<file path="src/rtl/cnn_frame_sched.sv">
// Frame-level scheduler for the CNN line-buffer pipeline: VSync-aligned frame start,
// config shadowing, pixel-count frame end, continuous/abort modes and a stall watchdog.
module cnn_frame_sched #(
  parameter int WIDTH   = 480,
  parameter int HEIGHT  = 272,
  parameter int DEPTH   = WIDTH * HEIGHT,
  parameter int TIMEOUT = 1 << 20
) (
  input  logic        iClk,
  input  logic        iRst,
  input  logic        iEn,
  input  logic [2:0]  iCtrl,
  input  logic [31:0] iCfg0,
  input  logic [31:0] iCfg1,
  input  logic [31:0] iCfg2,
  input  logic [31:0] iCfg3,
  input  logic        iLcdVSync,
  input  logic        iOutValid,
  output logic        oRunEn,
  output logic        oPipeClr,
  output logic [31:0] oCfg0,
  output logic [31:0] oCfg1,
  output logic [31:0] oCfg2,
  output logic [31:0] oCfg3,
  output logic        oBusy,
  output logic        oDone,
  output logic        oErr,
  output logic [15:0] oFrameCnt,
  output logic [2:0]  oState
);

  localparam int PixW = $clog2(DEPTH);
  localparam int WdW  = $clog2(TIMEOUT);

  typedef enum logic [2:0] {
    IDLE  = 3'd0,
    ARM   = 3'd1,
    RUN   = 3'd2,
    FLUSH = 3'd3,
    DONE  = 3'd4
  } StateT;

  StateT            state;
  logic             startPrev;
  logic             vsyncPrev;
  logic [PixW-1:0]  pixCnt;
  logic [WdW-1:0]   wdCnt;
  logic             startEdge;
  logic             vsyncFall;
  logic             abortReq;
  logic             contMode;

  assign startEdge = iCtrl[0] & ~startPrev;
  assign vsyncFall = vsyncPrev & ~iLcdVSync;
  assign abortReq  = iCtrl[2];
  assign contMode  = iCtrl[1];

  assign oState = state;
  assign oBusy  = (state != IDLE);

  // The first RUN cycle carries the pipeline clear, so the datapath enable follows one cycle later.
  always_ff @(posedge iClk) begin
    if (iRst) begin
      state     <= IDLE;
      startPrev <= 1'b0;
      vsyncPrev <= 1'b0;
      pixCnt    <= '0;
      wdCnt     <= '0;
      oRunEn    <= 1'b0;
      oPipeClr  <= 1'b0;
      oDone     <= 1'b0;
      oErr      <= 1'b0;
      oFrameCnt <= '0;
      oCfg0     <= '0;
      oCfg1     <= '0;
      oCfg2     <= '0;
      oCfg3     <= '0;
    end else if (iEn) begin
      startPrev <= iCtrl[0];
      vsyncPrev <= iLcdVSync;
      oPipeClr  <= 1'b0;
      oDone     <= 1'b0;
      oRunEn    <= 1'b0;
      case (state)
        IDLE: begin
          if (startEdge && !abortReq) begin
            state <= ARM;
            oErr  <= 1'b0;
          end
        end
        ARM: begin
          if (abortReq) begin
            state <= IDLE;
          end else if (vsyncFall) begin
            oCfg0    <= iCfg0;
            oCfg1    <= iCfg1;
            oCfg2    <= iCfg2;
            oCfg3    <= iCfg3;
            oPipeClr <= 1'b1;
            pixCnt   <= '0;
            wdCnt    <= '0;
            state    <= RUN;
          end
        end
        RUN: begin
          if (abortReq) begin
            oPipeClr <= 1'b1;
            state    <= FLUSH;
          end else if (iOutValid) begin
            wdCnt <= '0;
            if (pixCnt == PixW'(DEPTH - 1)) begin
              oDone     <= 1'b1;
              oFrameCnt <= oFrameCnt + 16'd1;
              state     <= DONE;
            end else begin
              pixCnt <= pixCnt + PixW'(1);
              oRunEn <= 1'b1;
            end
          end else if (wdCnt == WdW'(TIMEOUT - 1)) begin
            oErr     <= 1'b1;
            oPipeClr <= 1'b1;
            state    <= FLUSH;
          end else begin
            wdCnt  <= wdCnt + WdW'(1);
            oRunEn <= 1'b1;
          end
        end
        FLUSH: begin
          state <= IDLE;
        end
        DONE: begin
          state <= (contMode && !abortReq) ? ARM : IDLE;
        end
        default: begin
          state <= IDLE;
        end
      endcase
    end
  end

endmodule

</file>
<file path="config.mk">
export PLATFORM = sky130hd
export DESIGN_NAME = cnn_frame_sched
export DESIGN_NICKNAME = d
export VERILOG_FILES = /design/src/rtl/cnn_frame_sched.sv
export SDC_FILE = /design/constraint.sdc
export NUM_CORES = 1
export LEC_CHECK = 0
export CORE_ASPECT_RATIO = 0.6
export CORE_MARGIN = 2
export CORE_UTILIZATION = 41
export CTS_BUF_LIST = sky130_fd_sc_hd__clkbuf_8
export CTS_CLUSTER_DIAMETER = 40
export DETAILED_ROUTE_END_ITERATION = 8
export PLACE_DENSITY_LB_ADDON = 0.25
export SLEW_MARGIN = 20
export SYNTH_ARGS = -nofsm -noshare
export SYNTH_HDL_FRONTEND = slang
export SYNTH_SLANG_ARGS = --single-unit
</file>
<file path="constraint.sdc">
create_clock -name iClk -period 2.1 [get_ports iClk]
set_input_delay 0.315 -clock iClk [delete_from_list [all_inputs] [get_ports iClk]]
set_output_delay 0.315 -clock iClk [all_outputs]
set_load 0.03 [all_outputs]
</file>
; ---- Word level (Yosys, flattened, before mapping)
; Cells that the tools add are included.
[op_classes]
add_sub_neg = 3
multipliers = 0
div = 0
magnitude_cmp = 0
eq_ne = 17
shift = 0
muxes = 41
bitwise = 5
reduce_logical = 13
[op_table]
columns = cell, n
row1 = two-way mux 20 bit, 5
row2 = two-way mux 17 bit, 5
row3 = one-hot mux 20 bit (2 select lines), 1
row4 = one-hot mux 17 bit (2 select lines), 1
row5 = two-way mux 3 bit, 7
row6 = adder 20 x 1 -> 20 bit (second input constant), 1
row7 = == test 20 bit (second input constant), 1
row8 = two-way mux 1 bit, 19
row9 = adder 17 x 1 -> 17 bit (second input constant), 1
row10 = == test 17 bit (second input constant), 1
row11 = adder 16 x 1 -> 16 bit (second input constant), 1
row12 = != test 2 bit (second input constant), 8
row13 = one-hot mux 3 bit (4 select lines), 1
row14 = AND reduction 6 bit, 2
row15 = AND reduction 5 bit, 2
row16 = != test 4 bit (second input constant), 2
row17 = AND reduction 7 bit, 1
row18 = != test 3 bit (second input constant), 2
row19 = one-hot mux 1 bit (2 select lines), 2
row20 = AND reduction 4 bit, 1
row21 = nonzero test 2 bit, 2
row22 = == test 3 x 1 -> 1 bit (second input constant), 1
row23 = == test 3 x 2 -> 1 bit (second input constant), 1
row24 = == test 3 bit (second input constant), 1
row25 = 6 further kinds, 10
[totals]
ff_bits = 190
latchBits = 0
mem_bits_rw = 0
rom_bits = 0
input_bits = 136
output_inout_bits = 152
word_cells = 93
mem_count = 0

; ---- Logic depth before layout (Yosys ltp)
[logic_depth]
ltp_word = 5
depth_mapped = 9

; ---- Worst setup path after synthesis
; No wires, ideal clock.
[synth_timing]
kind = register -> register
startpoint = register state[1] (netlist: oState[1])
endpoint = register state[1] (netlist: oState[1])
t_arrival_ps = 2033
required_time_ps = 1979
setup_slack_ps = -54
path_stages_with_launch = 7
cell_sequence = dfxtp_1 > clkbuf_1 > or3_1 > o21ai_0 > a211oi_1 > o41a_2 > mux2_2
[synth_between]
elab_chain_cells = 3
word_cells_on_any_way = 10
classes_between = 7 x eq/ne / 1 x mux / 2 x reduce/logical
[synth_lines]
columns = element, line
row1 = from (decl), 43  ; StateT state;
row2 = from (signal assigned), 132  ; state <= (contMode && !abortReq) ? ARM : IDLE;
row3 = "== test 3 x 2 -> 1 bit, or another cell as far along", 84  ; case (state)
row4 = "!= test 4 bit (no line), or another cell as far along", n/a
row5 = AND reduction 5 bit (no line), n/a
; Parallel ways exist; a longest one is shown, timed or not.
; A chain may end at the register's enable or synchronous reset.

; ---- Final worst setup path
[layout_timing]
startpoint = input iOutValid
endpoint = register oFrameCnt[14]
[layout_between]
elab_chain_cells = 1
[layout_lines]
columns = element, line
row1 = from (decl), 18  ; input logic iOutValid,
row2 = AND reduction 5 bit (no line), n/a
row3 = to (signal assigned), 113  ; oFrameCnt <= oFrameCnt + 16'd1;
row4 = to (decl), 28  ; output logic [15:0] oFrameCnt,
; No other way between the ends.

==> results_dict.tcl <==
set metrics [dict create \
    maxSlewViolCount 0 \
    end_kind "register" \
    crit_slowest_cell "clkdlybuf4s50_1" \
    drive_above_1_share_pct 11.6 \
    io_buffers 287 \
    clkTransAtPathRegs_ns 0.11 \
    clkPwrFrac_pct 37.4 \
    syn_avg_cell_area_um2 7.98 \
    yosysWarnings 0 \
    dpl_cell_area_um2 11400 \
    ant_nets 0 \
    firstDrtPassIters 6 \
    rr_worst_depth 7 \
    htree_num_levels 4 \
    clock_path_buffers 2 \
    final_area_um2 11900 \
    antenna_found_initial 0 \
    tightest_slew_ns 0.534 \
    crit_path_cell_trace "clkdlybuf4s50_1 > nor4bb_2 > buf_4 > and2_1 > nand4_1 > or4_1 > a21oi_1" \
    core.rowCount 38 \
    critPathRequiredTime_ns 2.48 \
    fmax_mhz 488 \
    cts_buffers 17 \
    p_int_mw 4.98 \
    die-area_um2 20100 \
    synth_most_common_cell "nand2_1" \
    cpLargestDelayFamily "simple AND/OR/NAND/NOR gates" \
    path_max_fanout 4 \
    yosys.area.top_type "dfxtp_1" \
    yosys-top-cells-area "dfxtp_1, nand2_1, a21oi_1" \
    antennaDiodeCount 0 \
    syn-num-nets 1111 \
    grt_max_degree 127 \
    path_class "in -> reg" \
    syn2layout_area_growth_pct 53.0 \
    hold_viol 0 \
    synth_seq_area_share_pct 49.0 \
    cp_data_arrival_time_ns 2.43 \
    grt_pass1_wl_um 40400 \
    gp_congestion 0.863 \
    fp.dieH_um 111 \
    synth_common_cells "nand2_1, dfxtp_1, a21oi_1, clkbuf_1, nor2_1" \
    cts_root_buf "clkbuf_8" \
    start_util_pct 42.4 \
    crit_buf_inv 2 \
    core_um2 18300 \
    status "completed" \
    wirelength_um 25100 \
    drt_iter0_markers 683 \
    seqPwrFrac_pct 55.1 \
    post-route-period-util_pct 97.6 \
    cts_tree "yes" \
    yosys.area.top_type_share_pct 49.0 \
    gr-total-overflow 0 \
    wl_per_cell_um 16.2 \
    p_per_area_nw_per_um2 553 \
    synth_edf_count 0 \
    nets 1438 \
    synthesis.area_um2 7760 \
    die_w_um 182 \
    syn_inst 972 \
    hpwl_um 18300 \
    combPwrFrac_pct 7.5 \
    ios 288 \
    power_leakage_nw 4.05 \
    drc 0 \
    async_reset_ff_share_pct 0 \
    setup_viol 0 \
    power_mw 6.56 \
    hold_buffers 0 \
    via_per_inst 5.20 \
    grt_pass1_vias 7687 \
    clk_latency_ns 0.44 \
    hp-class "in -> reg" \
    via_count 8075 \
    ys_ff_latch 190 \
    min_period_ns 2.05 \
    fin_skew_ns 0.0157 \
    grt.total_usage_pct 24.8 \
    startpoint_type "input pin" \
    max_stage_delay_ns 0.58 \
    p_sw_share_pct 24.1 \
    maxCapViolations 0 \
    ys_types 67 \
    crit_cells 7 \
    irDropWorstVdd_mv 0.430 \
    slew_headroom_pct 64.2 \
    clock_sinks 190 \
    switchingPower_mw 1.59 \
    whs_path_depth 2 \
    synth_top_flop_cell "dfxtp_1" \
]
## power by group through the flow
| stage | registers, mW | clock network [mW] | logic [mW] |
|---|---|---|---|
| global placement | 3.70 | 0 | 0.483 |
| finish | 3.62 | 2.46 | 0.491 |
| global route | 3.62 | 2.68 | 0.523 |
| floorplan | 3.72 | 0 | 0.133 |
| detailed placement | 3.70 | 0 | 0.486 |
| CTS | 3.62 | 2.53 | 0.488 |
## layer usage
metal,wire length [um],vias to the layer above,GRT usage (%)
met5,0,-,0
met4,585,0,7.91
met3,1880,38,6.60
met2,11500,275,39.6
met1,11100,3780,32.8
li1,-,3982,-
## worst register-to-register path, stage by stage, from the launching register on
cell and delay [ns]:
dfxtp_4 0.38, buf_6 0.13, or3b_4 0.40, a21oi_4 0.17
o31ai_4 0.10, buf_12 0.15, or4_4 0.51, a21oi_2 0.13
## placed cells by master, fill, tap and decap left out, drive strengths merged, types with 12 or more instances in the layout
master / Yosys / layout
a21oi: 158 / 158
buf: 11 / 82
clkbuf: 49 / 21
clkdlybuf4s50: 0 / 285
dfxtp: 190 / 190
inv: 15 / 20
nand2: 291 / 291
nand3: 21 / 21
nand4: 16 / 16
nor2: 45 / 45
nor3: 12 / 12
o21ai: 13 / 13
o31ai: 12 / 12
xnor2: 16 / 16
## metrics by stage
step                util [%]  hold slack (ns)  std cells  setup slack (ns)  setup TNS, ns
global route            64.9            0.218       1552           -0.0133        -0.0147
detailed placement      62.2            0.446       1518            -0.354         -20.72
CTS                     64.5            0.205       1551            0.0219              0
global placement        62.2            0.441       1518            -0.299         -13.71
floorplan                  -            0.451        972            0.0289              0
finish                  64.9            0.250       1552            0.0513              0
## area by class of cell
class	instances	area (um^2)
Fill cell	1504	6430
Inverter	16	60.1
Multi-Input combinational cell	706	3720
Sequential cell	190	3810
Clock buffer	20	275
Timing Repair Buffer	368	3580
Clock inverter	12	126
Tap cell	240	300
## sequential cells by signal, indices dropped and copies added (netlist names)
name	cells
oCfg0	32
oCfg1	32
wdCnt	20
oErr	1
oDone	1
oCfg3	32
oRunEn	1
oPipeClr	1
startPrev	1
pixCnt	17
oCfg2	32
oState	3
oFrameCnt	16
vsyncPrev	1
## repair_timing
item / in CTS / in global routing
pin swaps: 1 / 3
resized for setup: 1 / 18
buffers inserted: 1 / 1
setup endpoints to repair: 7 / 10
## path summary, 6_finish.rpt
check,startpoint,to,slack (ns)
setup reg to reg,oState[2],wdCnt[17],0.05
setup / recovery,iOutValid,oFrameCnt[14],0.05
hold / removal,iRst,oFrameCnt[7],0.25
hold reg to reg,oCfg1[12],oCfg1[12],0.46
## kinds of logic (layout without fill, tap and decap cells)
family / Yosys count / in the layout / synth area share [%]
DFF: 190 / 190 / 49.0
buffers and inverters: 76 / 416 / 4.06
adders and majority gates: 3 / 3 / 0.484
muxes: 8 / 8 / 1.06
AOI/OAI and AO/OA: 218 / 218 / 16.3
and+or+nand+nor: 459 / 459 / 27.1
xor gates and xnor gates: 18 / 18 / 2.03
Note: power is estimated with default switching activity, not from simulation.
